**config.mk**
```make
export PLATFORM = sky130hd
export DESIGN_NAME = alu_seq_flat
export DESIGN_NICKNAME = d
export VERILOG_FILES = /design/src/rtl/alu_seq_if.sv /design/src/rtl/alu_seq.sv /design/src/flat_wrapper.sv
export SDC_FILE = /design/constraint.sdc
export NUM_CORES = 1
export LEC_CHECK = 0
export CORE_UTILIZATION = 61
export CTS_BUF_LIST = sky130_fd_sc_hd__clkbuf_4
export DETAILED_ROUTE_END_ITERATION = 8
export PLACE_DENSITY = 0.85
export SYNTH_ARGS = -nofsm -noshare
export SYNTH_HDL_FRONTEND = slang
export SYNTH_SLANG_ARGS = --single-unit
```
**constraint.sdc**
```tcl
create_clock -name clk -period 10.91 [get_ports clk]
set_clock_uncertainty 0.05 [all_clocks]
set_input_delay 2.182 -clock clk [delete_from_list [all_inputs] [get_ports clk]]
set_output_delay 2.182 -clock clk [all_outputs]
set_load 0.005 [all_outputs]
```
**src/rtl/alu_seq_if.sv**
```systemverilog
// alu_seq_if: request/result handshake bundle between decode, alu_seq and writeback.
// The sat wire exists only when ALU_SAT_FLAG_EN is defined.
interface alu_seq_if #(
  parameter int WIDTH = 11
);
  logic                    in_valid;
  logic                    in_ready;
  logic [3:0]              inst;
  logic signed [WIDTH-1:0] arg1;
  logic signed [WIDTH-1:0] arg2;
  logic signed [WIDTH-1:0] acc;
  logic                    out_valid;
  logic                    out_ready;
  logic signed [WIDTH-1:0] out;
`ifdef ALU_SAT_FLAG_EN
  logic                    sat;
`endif

  modport master (
    output in_valid, inst, arg1, arg2, acc, out_ready,
    input  in_ready, out_valid, out
`ifdef ALU_SAT_FLAG_EN
    , input sat
`endif
  );

  modport slave (
    input  in_valid, inst, arg1, arg2, acc, out_ready,
    output in_ready, out_valid, out
`ifdef ALU_SAT_FLAG_EN
    , output sat
`endif
  );
endinterface

```
**src/rtl/alu_seq.sv**
```systemverilog
// alu_seq: multi-cycle saturating accumulator ALU (add/sub/mul/not/dgt/dst/pass)
// behind a valid/ready handshake. Define ALU_SAT_FLAG_EN to add the sat output,
// which flags results that had to be clamped to +/-LIMIT.
//
// state | meaning
// IDLE  | waiting for a request; in_ready high
// MUL   | shift-add multiply, one multiplier bit per cycle
// B2D   | double-dabble |acc| into BCD, then pick/replace the addressed digit
// D2B   | Horner x10 recombination of the BCD digits (dst only)
// DONE  | result held on out with out_valid until out_ready
module alu_seq #(
  parameter int WIDTH  = 11,
  parameter int LIMIT  = 999,
  parameter int DIGITS = 3
) (
  input logic      clk,
  input logic      rst,
  alu_seq_if.slave bus
);

  localparam logic [3:0] OP_ADD = 4'd5;
  localparam logic [3:0] OP_SUB = 4'd6;
  localparam logic [3:0] OP_MUL = 4'd7;
  localparam logic [3:0] OP_NOT = 4'd8;
  localparam logic [3:0] OP_DGT = 4'd9;
  localparam logic [3:0] OP_DST = 4'd10;

  localparam int BW = 4 * DIGITS;
  localparam int PW = 2 * WIDTH;
  // Wide enough that no intermediate result wraps before clamping.
  localparam int XW = (PW + 2 > BW + 2) ? PW + 2 : BW + 2;
  localparam int CW = $clog2(((WIDTH > DIGITS) ? WIDTH : DIGITS) + 2);

  localparam logic signed [XW-1:0] LIM     = XW'(LIMIT);
  localparam logic signed [XW-1:0] NEG_LIM = -LIM;
  localparam logic signed [XW-1:0] HUNDRED = XW'(100);

  typedef enum logic [2:0] {S_IDLE, S_MUL, S_B2D, S_D2B, S_DONE} state_t;

  state_t state, state_nxt;

  logic                    valid_c, ready_c, accept;
  logic [3:0]              op_q;
  logic signed [WIDTH-1:0] acc_q, pos_q, out_q;
  logic                    neg_q;
  logic [3:0]              dig_q;
  logic [CW-1:0]           cnt_q;
  logic [PW-1:0]           mcand_q, prod_q, prod_nxt;
  logic [WIDTH-1:0]        mplier_q, bin_q;
  // BCD holds DIGITS digits, so dgt/dst see |acc| modulo 10^DIGITS.
  logic [BW-1:0]           bcd_q, bcd_adj, bcd_rep, horner_q, horner_nxt;
  logic [3:0]              sel_dig;
  logic                    pos_ok;
  logic signed [XW-1:0]    res_wide;
  logic                    res_load;

  function automatic logic [WIDTH-1:0] mag(input logic signed [WIDTH-1:0] v);
    return v[WIDTH-1] ? $unsigned(-v) : $unsigned(v);
  endfunction

  function automatic logic signed [XW-1:0] sx(input logic signed [WIDTH-1:0] v);
    return {{(XW-WIDTH){v[WIDTH-1]}}, v};
  endfunction

  function automatic logic signed [WIDTH-1:0] clamp(input logic signed [XW-1:0] v);
    if (v > LIM)     return LIM[WIDTH-1:0];
    if (v < NEG_LIM) return NEG_LIM[WIDTH-1:0];
    return v[WIDTH-1:0];
  endfunction

  assign accept     = bus.in_valid && ready_c;
  assign prod_nxt   = prod_q + (mplier_q[0] ? mcand_q : '0);
  assign horner_nxt = horner_q * BW'(10) + BW'(bcd_q[BW-1 -: 4]);

  // State register
  always_ff @(posedge clk) begin
    if (rst) state <= S_IDLE;
    else     state <= state_nxt;
  end

  // Next-state decode
  always_comb begin
    state_nxt = state;
    case (state)
      S_IDLE: if (accept) begin
        case (bus.inst)
          OP_MUL:         state_nxt = S_MUL;
          OP_DGT, OP_DST: state_nxt = S_B2D;
          default:        state_nxt = S_DONE;
        endcase
      end
      S_MUL:  if (cnt_q == '0) state_nxt = S_DONE;
      S_B2D:  if (cnt_q == '0) state_nxt = (op_q == OP_DST) ? S_D2B : S_DONE;
      S_D2B:  if (cnt_q == '0) state_nxt = S_DONE;
      S_DONE: if (bus.out_ready) state_nxt = S_IDLE;
      default: state_nxt = S_IDLE;
    endcase
  end

  // Handshake outputs; in_ready is forced low while reset is asserted
  always_comb begin
    valid_c = (state == S_DONE);
    ready_c = !rst && (state == S_IDLE) && (!valid_c || bus.out_ready);
  end

  // BCD helpers: add-3 adjust, addressed digit select and digit replace
  always_comb begin
    bcd_adj = '0;
    bcd_rep = bcd_q;
    sel_dig = '0;
    pos_ok  = !pos_q[WIDTH-1] && (int'(pos_q) < DIGITS);
    for (int i = 0; i < DIGITS; i++) begin
      bcd_adj[4*i +: 4] = (bcd_q[4*i +: 4] >= 4'd5) ? bcd_q[4*i +: 4] + 4'd3 : bcd_q[4*i +: 4];
      if (pos_ok && int'(pos_q) == i) begin
        bcd_rep[4*i +: 4] = dig_q;
        sel_dig           = bcd_q[4*i +: 4];
      end
    end
  end

  // Unclamped result and the cycle on which it is loaded into out
  always_comb begin
    res_load = 1'b0;
    res_wide = '0;
    case (state)
      S_IDLE: if (accept) begin
        res_load = (bus.inst != OP_MUL) && (bus.inst != OP_DGT) && (bus.inst != OP_DST);
        case (bus.inst)
          OP_ADD:  res_wide = sx(bus.acc) + sx(bus.arg1);
          OP_SUB:  res_wide = sx(bus.acc) - sx(bus.arg1);
          OP_NOT:  res_wide = (bus.acc == '0) ? HUNDRED : '0;
          default: res_wide = sx(bus.acc);
        endcase
      end
      S_MUL: if (cnt_q == '0) begin
        res_load = 1'b1;
        res_wide = {{(XW-PW){1'b0}}, prod_nxt};
        if (neg_q) res_wide = -res_wide;
      end
      S_B2D: if (cnt_q == '0 && op_q == OP_DGT) begin
        res_load = 1'b1;
        res_wide = {{(XW-4){1'b0}}, sel_dig};
        if (neg_q) res_wide = -res_wide;
      end
      S_D2B: if (cnt_q == '0) begin
        res_load = 1'b1;
        if (pos_ok) begin
          res_wide = {{(XW-BW){1'b0}}, horner_nxt};
          if (neg_q) res_wide = -res_wide;
        end else begin
          res_wide = sx(acc_q);
        end
      end
      default: ;
    endcase
  end

  // Operand capture, iterative datapath and result register
  always_ff @(posedge clk) begin
    if (rst) begin
      op_q     <= '0;
      acc_q    <= '0;
      pos_q    <= '0;
      neg_q    <= 1'b0;
      dig_q    <= '0;
      cnt_q    <= '0;
      mcand_q  <= '0;
      mplier_q <= '0;
      prod_q   <= '0;
      bin_q    <= '0;
      bcd_q    <= '0;
      horner_q <= '0;
      out_q    <= '0;
    end else begin
      if (accept) begin
        op_q     <= bus.inst;
        acc_q    <= bus.acc;
        pos_q    <= bus.arg1;
        dig_q    <= 4'(mag(bus.arg2) % WIDTH'(10));
        mcand_q  <= PW'(mag(bus.acc));
        mplier_q <= mag(bus.arg1);
        prod_q   <= '0;
        bin_q    <= mag(bus.acc);
        bcd_q    <= '0;
        horner_q <= '0;
        cnt_q    <= (bus.inst == OP_MUL) ? CW'(WIDTH - 1) : CW'(WIDTH);
        case (bus.inst)
          OP_MUL:  neg_q <= bus.acc[WIDTH-1] ^ bus.arg1[WIDTH-1];
          OP_DST:  neg_q <= bus.arg2[WIDTH-1];
          default: neg_q <= bus.acc[WIDTH-1];
        endcase
      end
      case (state)
        S_MUL: begin
          prod_q   <= prod_nxt;
          mcand_q  <= mcand_q << 1;
          mplier_q <= mplier_q >> 1;
          if (cnt_q != '0) cnt_q <= cnt_q - CW'(1);
        end
        S_B2D: begin
          if (cnt_q != '0) begin
            bcd_q <= {bcd_adj[BW-2:0], bin_q[WIDTH-1]};
            bin_q <= bin_q << 1;
            cnt_q <= cnt_q - CW'(1);
          end else begin
            bcd_q <= bcd_rep;
            cnt_q <= CW'(DIGITS - 1);
          end
        end
        S_D2B: begin
          horner_q <= horner_nxt;
          bcd_q    <= bcd_q << 4;
          if (cnt_q != '0) cnt_q <= cnt_q - CW'(1);
        end
        default: ;
      endcase
      if (res_load) out_q <= clamp(res_wide);
    end
  end

`ifdef ALU_SAT_FLAG_EN
  logic sat_q;

  // Saturation flag travels with out: set when the loaded result was clamped
  always_ff @(posedge clk) begin
    if (rst)           sat_q <= 1'b0;
    else if (res_load) sat_q <= (res_wide > LIM) || (res_wide < NEG_LIM);
  end

  assign bus.sat = sat_q;
`endif

  assign bus.out       = out_q;
  assign bus.out_valid = valid_c;
  assign bus.in_ready  = ready_c;

endmodule

```
**src/flat_wrapper.sv**
```systemverilog
// flat-port wrapper written by rule: the top's interface ports become plain ports
module alu_seq_flat 
#(
  parameter int WIDTH  = 11,
  parameter int LIMIT  = 999,
  parameter int DIGITS = 3
)
  (clk, rst, bus_in_valid, bus_inst, bus_arg1, bus_arg2, bus_acc, bus_out_ready, bus_in_ready, bus_out_valid, bus_out);
  alu_seq_if #(.WIDTH(WIDTH)) bus_i ();
  input logic clk;
  input logic rst;
  input wire logic [$bits(bus_i.in_valid)-1:0] bus_in_valid;
  input wire logic [$bits(bus_i.inst)-1:0] bus_inst;
  input wire logic [$bits(bus_i.arg1)-1:0] bus_arg1;
  input wire logic [$bits(bus_i.arg2)-1:0] bus_arg2;
  input wire logic [$bits(bus_i.acc)-1:0] bus_acc;
  input wire logic [$bits(bus_i.out_ready)-1:0] bus_out_ready;
  output wire logic [$bits(bus_i.in_ready)-1:0] bus_in_ready;
  output wire logic [$bits(bus_i.out_valid)-1:0] bus_out_valid;
  output wire logic [$bits(bus_i.out)-1:0] bus_out;
  assign bus_i.in_valid = bus_in_valid;
  assign bus_i.inst = bus_inst;
  assign bus_i.arg1 = bus_arg1;
  assign bus_i.arg2 = bus_arg2;
  assign bus_i.acc = bus_acc;
  assign bus_i.out_ready = bus_out_ready;
  assign bus_in_ready = bus_i.in_ready;
  assign bus_out_valid = bus_i.out_valid;
  assign bus_out = bus_i.out;
  alu_seq #(.WIDTH(WIDTH), .LIMIT(LIMIT), .DIGITS(DIGITS)) u_core (.clk(clk), .rst(rst), .bus(bus_i));
endmodule
```
# Word level (Yosys, flattened, before mapping)
# Cells that the tools add are included.
dict set report classes {
  div_mod_pow 1
  bitwise_logic 1
  n_eq_ne 24
  add_sub_neg 14
  mux 65
  multipliers 1
  reduce_logical 29
  n_lt_le_gt_ge 6
}
# op n
set ops {}
lappend ops {{24-bit two-way mux} 8}
lappend ops {{11-bit two-way mux} 10}
lappend ops {{22-bit two-way mux} 5}
lappend ops {{24-bit case mux with 4 select lines} 1}
lappend ops {{24-bit case mux with 3 select lines} 1}
lappend ops {{4-bit two-way mux} 11}
lappend ops {{12-bit two-way mux} 3}
lappend ops {{11-bit negator} 3}
lappend ops {{32-bit logical NOT} 1}
lappend ops {{24-bit by 11-bit > comparator with 1-bit output, second input constant} 1}
lappend ops {{24-bit by 11-bit less-than comparator with 1-bit output, second input constant} 1}
lappend ops {{12-bit negator with 24-bit output} 1}
lappend ops {{22-bit negator with 24-bit output} 1}
lappend ops {{4-bit negator with 24-bit output} 1}
lappend ops {{12-bit case mux with 2 select lines} 1}
lappend ops {{22-bit adder} 1}
lappend ops {{4-bit == test, second input constant} 5}
lappend ops {{10-bit two-way mux} 2}
lappend ops {{3-bit two-way mux} 6}
lappend ops {{11-bit by 11-bit adder with 12-bit output} 1}
lappend ops {{12-bit by 4-bit adder with 12-bit output} 1}
lappend ops {{4-bit by 3-bit == test with 1-bit output, second input constant} 3}
lappend ops {{4-bit by 3-bit greater-or-equal comparator with 1-bit output, second input constant} 3}
lappend ops {{12-bit by 3-bit multiplier with 11-bit output, second input constant} 1}
lappend ops {{other kinds (36)} 69}
dict set report word_totals {
  regBits 139
  elab_cells 159
}

# Logic depth before layout (Yosys ltp)
# Gate-level depths: netlist of the first run.
dict set report depth {
  depth_word 19
  depth_mapped 21
}

# Least setup slack after synthesis of the first run
# OpenSTA, ideal clock, no wires.
dict set report synth_path {
  kind {input -> register}
  from {input port bus_arg1[0]}
  to {register u_core.out_q[3] (netlist: u_core.bus.out[3])}
  path_buffers 0
  arrival_ns 6.255
  setup_time_ns 0.132
  path_slack_ns 4.473
  path_stages 17
  path_cell_list {or3_1 -> or3_1 -> nor3_1 -> nor2_1 -> xnor2_1 -> ha_1 -> or4_1 -> o22a_1 -> xnor2_1 -> or3_1 -> o21ai_1 -> nor3_1 -> a2111oi_2 -> nand4_1 -> o41ai_4 -> a21o_1 -> a21oi_2}
}
dict set report synth_between {
  elab_chain_len 11
}
# element line_no
set synth_lines {}
lappend synth_lines {{start, declared} flat_wrapper.sv:14} ;# input wire logic [$bits(bus_i.arg1)-1:0] bus_arg1;
lappend synth_lines {{11-bit by 11-bit subtractor with 12-bit output or 11-bit by 11-bit adder with 12-bit output (tied branches)} {alu_seq.sv:130, alu_seq.sv:129}}
lappend synth_lines {{24-bit case mux with 3 select lines *} alu_seq.sv:128} ;# case (bus.inst)
lappend synth_lines {{24-bit two-way mux *} alu_seq.sv:126} ;# S_IDLE: if (accept) begin
lappend synth_lines {{24-bit case mux with 4 select lines *} alu_seq.sv:125} ;# case (state)
lappend synth_lines {{24-bit by 11-bit less-than comparator with 1-bit output} alu_seq.sv:67} ;# if (v < NEG_LIM) return NEG_LIM[WIDTH-1:0];
lappend synth_lines {{1-bit two-way mux (2 in series)} alu_seq.sv:67}
lappend synth_lines {{1-bit two-way mux} alu_seq.sv:217} ;# if (res_load) out_q <= clamp(res_wide);
lappend synth_lines {{1-bit two-way mux} alu_seq.sv:160} ;# if (rst) begin
lappend synth_lines {{11-bit two-way mux} alu_seq.sv:68} ;# return v[WIDTH-1:0];
lappend synth_lines {{11-bit two-way mux *} alu_seq.sv:67}
lappend synth_lines {{end signal, assigned} alu_seq.sv:217}
lappend synth_lines {{end, declared} alu_seq.sv:44} ;# logic signed [WIDTH-1:0] acc_q, pos_q, out_q;
# Mark *: on every way between the ends. The rest lies on a longest branch, timed or not. The select of a mux whose other input is x is not followed.
# A chain may end at the register's enable or synchronous reset.

# Worst setup path after layout of the first run
dict set report layout_path {
  from {input port bus_inst[2]}
  to {register u_core.out_q[3] (netlist: u_core.bus.out[3])}
}
dict set report layout_between {
  elab_chain_len 11
}
# element line_no
set layout_lines {}
lappend layout_lines {{start, declared} flat_wrapper.sv:13} ;# input wire logic [$bits(bus_i.inst)-1:0] bus_inst;
lappend layout_lines {{4-bit == test or 4-bit by 3-bit == test with 1-bit output (tied branches)} alu_seq.sv:128}
lappend layout_lines {{24-bit case mux with 3 select lines} alu_seq.sv:128}
lappend layout_lines {{24-bit two-way mux} alu_seq.sv:126}
lappend layout_lines {{24-bit case mux with 4 select lines} alu_seq.sv:125}
lappend layout_lines {{24-bit by 11-bit less-than comparator with 1-bit output} alu_seq.sv:67}
lappend layout_lines {{1-bit two-way mux (2 in series)} alu_seq.sv:67}
lappend layout_lines {{1-bit two-way mux} alu_seq.sv:217}
lappend layout_lines {{1-bit two-way mux} alu_seq.sv:160}
lappend layout_lines {{11-bit two-way mux} alu_seq.sv:68}
lappend layout_lines {{11-bit two-way mux} alu_seq.sv:67}
# Parallel ways exist; a longest one is shown, timed or not. The select of a mux whose other input is x is not followed.

==> results.sh, run 1 <==
export IMPL_status="finished, final reports clean"
export IMPL_drtAntennaViolNets=0
export IMPL_rsz0062_at_grt="no"
export IMPL_multi_input_area_sq_um=8550
export IMPL_hold_depth=2
export IMPL_ctsHtreeMaxLevel=4
export IMPL_hpwl_um=23700
export IMPL_overflow=0
export IMPL_clock_tree_root_cell="clkbuf_4"
export IMPL_drtIter0Drc=990
export IMPL_clk_pin_slew_ps=150
export IMPL_rows=50
export IMPL_postPlaceCellArea_sq_um=12400
export IMPL_fin_crit_ps=6970
export IMPL_design_area_sq_um=12700
export IMPL_die_area_sq_um=19900
export IMPL_drtPass1Iterations=8
export IMPL_cp_slowest_stage_delay_ps=600
export IMPL_antenna_found_initial=1
export IMPL_cp_required_ps=11350
export IMPL_num_vias=12210
export IMPL_cp_start_kind="primary input"
export IMPL_nets=1729
export IMPL_ctsResizeCount=0
export IMPL_grt_pass1_wl_um=52800
export IMPL_hold_viol=0
export IMPL_synth_fp_nets=1737
export IMPL_cts_sinks=138
export IMPL_numCtsBuffers=17
export IMPL_hold_path_class="flop to flop"
export IMPL_arrival_ps=7410
export IMPL_async_flop_share=0
export IMPL_worst_path_buf_inv=1
export IMPL_crit_path_end_kind="flop"
export IMPL_synth_edff_count=0
export IMPL_synth_seq_cells=138
export IMPL_num_io_pins=54
export IMPL_crit_slowest_cell="o41ai_4"
export IMPL_finalCritPeriodShare=0.639
export IMPL_mostFrequentLayoutCells="nand2_1 (204), a21oi_1 (176), dfxtp_1 (138)"
export IMPL_nFillCells=1657
export IMPL_crit_cells=19
export IMPL_worstPathMaxFanout=10
export IMPL_grt_pass1_vias=10775
export IMPL_slew_violations=0
export IMPL_maxCapViolCount=0
export IMPL_area_growth_synth_to_final_pct=7.66
export IMPL_synthFlopType="dfxtp_1"
export IMPL_avgSynthCellArea_sq_um=7.27
export IMPL_cts_tree="yes"
export IMPL_final_common_cell="nand2_1"
export IMPL_syn_inst=1625
export IMPL_clock_latency_ps=630
export IMPL_total_leakage_power_nw=4.80
export IMPL_drcViolationCount=0
export IMPL_fmax_mhz=144
export IMPL_crit_path_cell_trace="clkdlybuf4s50_1 > nor2b_1 > nand3b_1 > mux2i_1 > ha_1 > nor2b_1 > o21a_1 > o21ai_0 > a21oi_1 > o22a_1 > xnor2_1 > a31oi_1 > o21ai_1 > nor3_1 > a2111oi_2 > nand4_1 > o41ai_4 > a21o_1 > a21oi_2"
export IMPL_grt_use_total=0.325
export IMPL_tns_ps=0
export IMPL_synth_seq_area_share=0.234
export IMPL_r2r_cells=17
export IMPL_cts_setup_buffers=0
export IMPL_die_x_um=141
export IMPL_coreArea_sq_um=18800
export IMPL_powerDensity_nw_per_um2=102
export IMPL_setup_violations=0
export IMPL_die_y_um=141
export IMPL_drt_wl_total_um=32300
export IMPL_drive_above_1_share=0.0515
export IMPL_max_slew_worst_pin_slew_ps=1070
export IMPL_slew_headroom=0.282
export IMPL_crit_top_cell="nor2b_1"
export IMPL_avgRoutedWirePerCell_um=17.1
export IMPL_cts_hold_buf=0
export IMPL_cp_top_family="compound AO/OA/AOI/OAI gates"
export IMPL_gp_congestion=0.962
export IMPL_crit_type="primary input to flop"
export IMPL_viasPerCell=6.45
export IMPL_grt_max_degree=72
export IMPL_port_buffers=53
export IMPL_synthDistinctLibCells=92
export IMPL_start_util=0.627
export IMPL_regArea_sq_um=2760
export IMPL_yosysWarnings=0
export IMPL_syn_area_sq_um=11800
export IMPL_clock_path_buffers=2
export IMPL_vdd_drop_max_uv=73.5
## power by group
part	internal, mW	switching [mW]
registers	0.532	0.0251
logic	0.141	0.229
clock network	0.145	0.230
## tightest hold or removal path, delay by kind of cell, from the launching register on
| family | cells | cell delay (ps) |
|---|---|---|
| compound gates | 1 | 50 |
| flops | 1 | 340 |
| simple gates | 1 | 50 |
## kinds of logic (layout without fill, tap and decap cells)
family	count (synthesis)	in the layout	synth area share
AND/OR/NAND/NOR	645	645	0.266
AO/OA/AOI/OAI	513	513	0.286
flip-flops	138	138	0.234
buffers and inverters	135	140	0.0437
XOR/XNOR	107	107	0.0793
adder cells (fa/ha/maj)	71	71	0.0777
multiplexers	16	16	0.0138
other	0	2	0
## cell usage after synthesis, drive strengths merged (8+ instances only)
master	number	share of area
and3	11	0.0058
ha	67	0.071
o31ai	18	0.011
a221oi	8	0.0059
nand3	91	0.039
a21o	20	0.013
mux2i	14	0.012
nor4	15	0.0079
and2	28	0.015
a211oi	25	0.017
clkbuf	69	0.022
xor2	43	0.032
or4	12	0.0079
nand4	11	0.0058
o21bai	8	0.0051
a21oi	180	0.078
o21ai	94	0.040
a2111oi	13	0.012
xnor2	64	0.047
a31oi	21	0.011
nand2b	26	0.014
or3	20	0.011
a211o	8	0.0059
nand2	205	0.065
o211ai	14	0.0093
nor2	129	0.041
nor3	40	0.017
a22oi	19	0.012
or2	9	0.0050
inv	45	0.014
dfxtp	138	0.23
nor2b	21	0.011
o21a	16	0.010
buf	20	0.0072
## area by class of cell
type,instances,share of cell area
clock buffer,17,0.0100
timing repair buffer,62,0.0468
tap,260,0.0256
antenna,2,0.000394
inverter,46,0.0136
clock inverter,15,0.0139
multi-input combinational,1352,0.673
sequential,138,0.217
## path summary, 6_finish.rpt
kind / slack [ps] / end / startpoint
setup / recovery: 3940 / u_core.bus.out[3] / bus_inst[2]
hold / removal: 420 / u_core.acc_q[6] / u_core.acc_q[6]
hold reg to reg: 420 / u_core.acc_q[6] / u_core.acc_q[6]
setup reg to reg: 5290 / u_core.bus.out[3] / u_core.mplier_q[0]
## sequential cells by signal (all words and copies together), names as in the netlist
register	cells
u_core.bcd_q	12
u_core.acc_q	11
u_core.cnt_q	4
u_core.bus.out	11
u_core.pos_q	11
u_core.mcand_q	22
u_core.horner_q	11
u_core.dig_q	4
u_core.neg_q	1
u_core.state	3
u_core.prod_q	22
u_core.mplier_q	11
u_core.op_q	4
u_core.bin_q	11
## per-stage QoR
stage,instances,power [mW],worst slack [ps],hold WS (ps),utilization
floorplan,1625,0.822,4470,382,-
global placement,1858,0.917,3590,392,0.659
detailed placement,1858,0.926,3490,396,0.659
CTS,1890,1.29,4100,417,0.675
global route,1891,1.36,3650,431,0.675
finish,1892,1.30,3940,419,0.675
## metal layers
metal | routed length (um) | vias to the layer above | track usage
met2 | 14600 | 535 | 0.520
li1 | - | 5945 | -
met1 | 14400 | 5656 | 0.439
met3 | 2470 | 74 | 0.0571
met4 | 819 | 0 | 0.113
met5 | 0 | - | 0
Note: power is estimated with default switching activity, not from simulation.
==> run 2: changes to the inputs <==
Clock period 10.91 ns to 6.7 ns, I/O delays scaled along.
==> results.sh, run 2 (same netlist as run 1, synthesis figures left out) <==
export IMPL_nets=1739
export IMPL_maxCapViolCount=0
export IMPL_drt_wl_total_um=31800
export IMPL_hold_ws_ps=414
export IMPL_clk_pin_slew_ps=130
export IMPL_final_common_cell="nand2_1"
export IMPL_avgRoutedWirePerCell_um=16.7
export IMPL_design_area_sq_um=12700
export IMPL_crit_type="primary input to flop"
export IMPL_drtPass1Iterations=7
export IMPL_grt_pass1_vias=10775
export IMPL_postPlaceCellArea_sq_um=12500
export IMPL_rows=50
export IMPL_cts_sinks=138
export IMPL_drtIter0Drc=1112
export IMPL_tns_ps=0
export IMPL_reg_top3="u_core.mcand_q: 22 flops, u_core.prod_q: 22 flops, u_core.bcd_q: 12 flops"
export IMPL_worst_path_buf_inv=2
export IMPL_startpoint="bus_arg1[1]"
export IMPL_coreArea_sq_um=18800
export IMPL_status="finished, final reports clean"
export IMPL_preCtsSetupSlack_ps=201
export IMPL_cp_start_kind="primary input"
export IMPL_die_x_um=141
export IMPL_mostFrequentLayoutCells="nand2_1 (204), a21oi_1 (176), dfxtp_1 (138)"
export IMPL_total_leakage_power_nw=4.82
export IMPL_nFillCells=1649
export IMPL_worstPathMaxFanout=6
export IMPL_num_io_pins=54
export IMPL_port_buffers=53
export IMPL_fin_crit_ps=6020
export IMPL_area_growth_synth_to_final_pct=7.87
export IMPL_crit_path_end_kind="flop"
export IMPL_rsz0062_at_grt="no"
export IMPL_finalCritPeriodShare=0.899
export IMPL_drcViolationCount=0
export IMPL_crit_slowest_cell="a2111oi_0"
export IMPL_max_slew_worst_pin_slew_ps=987
export IMPL_start_util=0.627
export IMPL_cp_required_ps=7190
export IMPL_grt_max_degree=72
export IMPL_ctsHtreeMaxLevel=4
export IMPL_setup_violations=0
export IMPL_die_area_sq_um=19900
export IMPL_hpwl_um=23400
export IMPL_powerDensity_nw_per_um2=161
export IMPL_antenna_found_initial=1
export IMPL_cts_tree="yes"
export IMPL_drive_above_1_share=0.0573
export IMPL_ctsResizeCount=0
export IMPL_slew_violations=0
export IMPL_cp_top_family="compound AO/OA/AOI/OAI gates"
export IMPL_grt_pass1_wl_um=52200
export IMPL_cts_setup_buffers=0
export IMPL_clock_tree_root_cell="clkbuf_4"
export IMPL_cts_hold_buf=0
export IMPL_num_vias=12261
export IMPL_multi_input_area_sq_um=8550
export IMPL_r2r_start="u_core.mplier_q[0]"
export IMPL_hold_path_class="flop to flop"
export IMPL_cp_slowest_stage_delay_ps=570
export IMPL_regArea_sq_um=2760
export IMPL_crit_path_cell_trace="clkdlybuf4s50_1 > inv_1 > ha_1 > nand2_1 > or3_1 > nand2_1 > xor2_1 > ha_1 > a2111oi_0 > a21oi_1 > o22a_1 > xnor2_1 > or3_1 > o21ai_1 > nor3_1 > and4_1 > nand4_1 > o41a_1 > a21o_1 > a21oi_2"
export IMPL_numCtsBuffers=17
export IMPL_setup_slack_ps=677
export IMPL_slew_headroom=0.339
export IMPL_vdd_drop_max_uv=105
export IMPL_viasPerCell=6.45
export IMPL_grt_use_total=0.321
export IMPL_clock_latency_ps=620
export IMPL_overflow=0
export IMPL_fmax_mhz=166
export IMPL_arrival_ps=6510
export IMPL_die_y_um=141
export IMPL_gp_congestion=0.943
export IMPL_drtAntennaViolNets=0
export IMPL_holdCritStartpoint="u_core.acc_q[1]"
export IMPL_hold_viol=0
export IMPL_clock_path_buffers=2
## run 2: cell count changes in the layout (fill, tap and decap cells not counted), sizes merged
cell	before	now
inv	54	55
bufinv	2	0
buf	10	20
diode	2	1
clkinvlp	1	2
## run 2: per-stage QoR
| stage | total power [mW] | util | cells |
|---|---|---|---|
| 2_1_floorplan | 1.34 | - | 1625 |
| 3_3_place_gp | 1.50 | 0.663 | 1868 |
| 4_1_cts | 2.04 | 0.677 | 1900 |
| 3_5_place_dp | 1.51 | 0.663 | 1868 |
| 6_report | 2.05 | 0.677 | 1901 |
| 5_1_grt | 2.16 | 0.677 | 1901 |
## run 2: final cells by class
cell class | count | share of cell area
clock inverter | 15 | 0.0101
sequential | 138 | 0.217
multi-input combinational | 1352 | 0.671
clock buffer | 17 | 0.0100
tap | 260 | 0.0255
antenna | 1 | 0.000196
inverter | 46 | 0.0135
timing repair buffer | 72 | 0.0526
## run 2: path summary, 6_finish.rpt
check                                          to  slack, ps  cells past startpoint
worst max-delay path            u_core.bus.out[3]        680                     20
worst max register to register  u_core.bus.out[7]       1360                     18
worst min register to register    u_core.acc_q[1]        410                      2
worst min-delay path              u_core.acc_q[1]        410                      2
## run 2: layer usage
layer | wire (um) | up-vias | GRT usage
met1 | 14100 | 5754 | 0.432
met4 | 585 | 0 | 0.0950
met2 | 14600 | 501 | 0.520
met5 | 0 | - | 0
met3 | 2470 | 59 | 0.0591
li1 | - | 5947 | -
## run 2: where the power goes
group	switching, mW	total (mW)	leakage (nW)	internal [mW]
Sequential	0.0398	0.906	1.12	0.867
Clock	0.380	0.541	0.140	0.161
Combinational	0.368	0.602	3.56	0.233
Total	0.788	2.05	4.82	1.26
## run 2: worst register-to-register path, stage by stage (launching register included)
cell and delay, ps:
dfxtp_1 560, and2_1 270, ha_1 230, fa_1 440, a211o_1 320, a21oi_2 260
o21bai_1 140, xor2_1 220, or4_4 550, or3_4 410, or2_4 270, o41ai_2 370
xor2_1 130, o21ai_1 170, inv_1 100, o41ai_4 330, buf_4 210, nand2b_1 80
a21oi_1 170
==> run 3: changes to the inputs <==
Settings changed: MAX_ROUTING_LAYER set to met4.
==> results.sh, run 3 (same netlist as run 1, synthesis figures left out) <==
export IMPL_slew_violations=0
export IMPL_met2_length_um=15100
export IMPL_arrival_ps=6380
export IMPL_m1WireLength_um=14000
export IMPL_port_buffers=53
export IMPL_whs_endpoint="u_core.mplier_q[2]"
export IMPL_reg_top3="u_core.mcand_q: 22 flops, u_core.prod_q: 22 flops, u_core.bcd_q: 12 flops"
export IMPL_cp_start_kind="primary input"
export IMPL_viasPerCell=6.45
export IMPL_fin_crit_ps=5960
export IMPL_finalCritPeriodShare=0.889
export IMPL_cts_setup_buffers=0
export IMPL_multi_input_area_sq_um=8550
export IMPL_worstPathMaxFanout=6
export IMPL_ctsResizeCount=0
export IMPL_total_leakage_power_nw=4.84
export IMPL_clock_path_buffers=2
export IMPL_drt_wl_total_um=32200
export IMPL_drtPass1Iterations=8
export IMPL_fmax_mhz=168
export IMPL_hold_depth=2
export IMPL_area_growth_synth_to_final_pct=8.10
export IMPL_rsz0062_at_grt="no"
export IMPL_gp_congestion=0.965
export IMPL_crit_path_end_kind="flop"
export IMPL_rows=50
export IMPL_nets=1739
export IMPL_cp_required_ps=7120
export IMPL_clock_tree_root_cell="clkbuf_4"
export IMPL_r2r_cells=17
export IMPL_die_x_um=141
export IMPL_die_area_sq_um=19900
export IMPL_max_slew_worst_pin_slew_ps=1050
export IMPL_drcViolationCount=0
export IMPL_r2r_start="u_core.mplier_q[0]"
export IMPL_vdd_drop_max_uv=111
export IMPL_hpwl_um=23700
export IMPL_numCtsBuffers=17
export IMPL_hold_viol=0
export IMPL_grt_pass1_vias=11019
export IMPL_status="finished, final reports clean"
export IMPL_wl_met3_um=2490
export IMPL_grt_pass1_wl_um=53000
export IMPL_fin_total_pwr_mw=2.09
export IMPL_r2r_slack_ps=1290
export IMPL_cts_hold_buf=0
export IMPL_final_common_cell="nand2_1"
export IMPL_mostFrequentLayoutCells="nand2_1 (204), a21oi_1 (176), dfxtp_1 (138)"
export IMPL_avgRoutedWirePerCell_um=17.0
export IMPL_coreArea_sq_um=18800
export IMPL_drive_above_1_share=0.0573
export IMPL_timing_rr_end="u_core.bus.out[4]"
export IMPL_die_y_um=141
export IMPL_overflow=0
export IMPL_powerDensity_nw_per_um2=164
export IMPL_cts_tree="yes"
export IMPL_drtIter0Drc=1232
export IMPL_nFillCells=1624
export IMPL_clock_latency_ps=600
export IMPL_hold_path_class="flop to flop"
export IMPL_crit_type="primary input to flop"
export IMPL_highest_layer="met4"
export IMPL_num_io_pins=54
export IMPL_grt_use_total=0.334
export IMPL_grt_max_degree=73
export IMPL_antenna_found_initial=1
export IMPL_drtAntennaViolNets=0
export IMPL_clk_pin_slew_ps=150
export IMPL_holdCritStartpoint="u_core.mplier_q[3]"
export IMPL_regArea_sq_um=2760
export IMPL_ctsHtreeMaxLevel=4
export IMPL_cts_sinks=138
export IMPL_num_vias=12260
export IMPL_setup_violations=0
export IMPL_maxCapViolCount=0
export IMPL_slew_headroom=0.297
export IMPL_tns_ps=0
export IMPL_start_util=0.627
==> run 3: cell count changes in the layout (fill, tap and decap cells not counted), sizes merged <==
cell / before / now
clkinv: 4 / 7
inv: 55 / 52
bufinv: 0 / 1
clkinvlp: 2 / 1
==> run 3: worst max path at each step <==
stage | from | cells after the start | end | slack, ps
after global routing | bus_arg1[0] | 21 | u_core.bus.out[7] | 300
final | bus_arg1[0] | 21 | u_core.bus.out[0] | 740
after floorplan | bus_arg1[0] | 17 | u_core.bus.out[3] | 1100
after global placement | bus_arg1[0] | 19 | u_core.bus.out[4] | 360
after CTS | bus_arg1[0] | 21 | u_core.bus.out[4] | 830
after detailed placement | bus_arg2[3] | 17 | u_core.dig_q[2] | 240
==> run 3: report_power, final <==
part | total [mW] | internal, mW | switching (mW)
clock network | 0.576 | 0.198 | 0.379
registers | 0.907 | 0.867 | 0.0400
logic | 0.607 | 0.234 | 0.373
total | 2.09 | 1.30 | 0.792
==> run 3: critical path: stages <==
cell and delay [ps]:
clkdlybuf4s50_1 470, or3_1 430, or3_1 380, nor3_1 340, nor2_1 100, xnor2_1 140
ha_1 340, o21ai_0 180, nand2b_1 70, a21oi_1 140, nor2b_1 60, o22a_1 200
xnor2_1 200, or3_1 130, o21ai_1 160, nor3_1 530, and4_1 270, nand4_1 100
o41a_1 530, inv_1 170, a31oi_1 100
==> run 3: final cells by class <==
type	instances	area share
diodes	1	0.000196
repair buffers	72	0.0525
inverters	46	0.0135
multi-input cells	1352	0.670
clock buffers	17	0.00999
flip-flops and latches	138	0.216
well taps	260	0.0255
clock inverters	15	0.0122
==> run 3: metrics by stage <==
step / cells / cell area (sq um) / util / setup slack (ps) / hold WS (ps)
floorplan: 1625 / 11800 / - / 1100 / 382
global placement: 1868 / 12500 / 0.663 / 356 / 390
detailed placement: 1868 / 12500 / 0.663 / 240 / 396
CTS: 1900 / 12800 / 0.678 / 832 / 416
global route: 1901 / 12800 / 0.678 / 300 / 437
finish: 1901 / 12800 / 0.678 / 741 / 417
==> run 3: metal layers <==
metal,vias to the layer above,GRT usage
li1,5957,-
met1,5722,0.434
met2,519,0.534
met4,0,0.103
met3,62,0.0496
met5,-,-
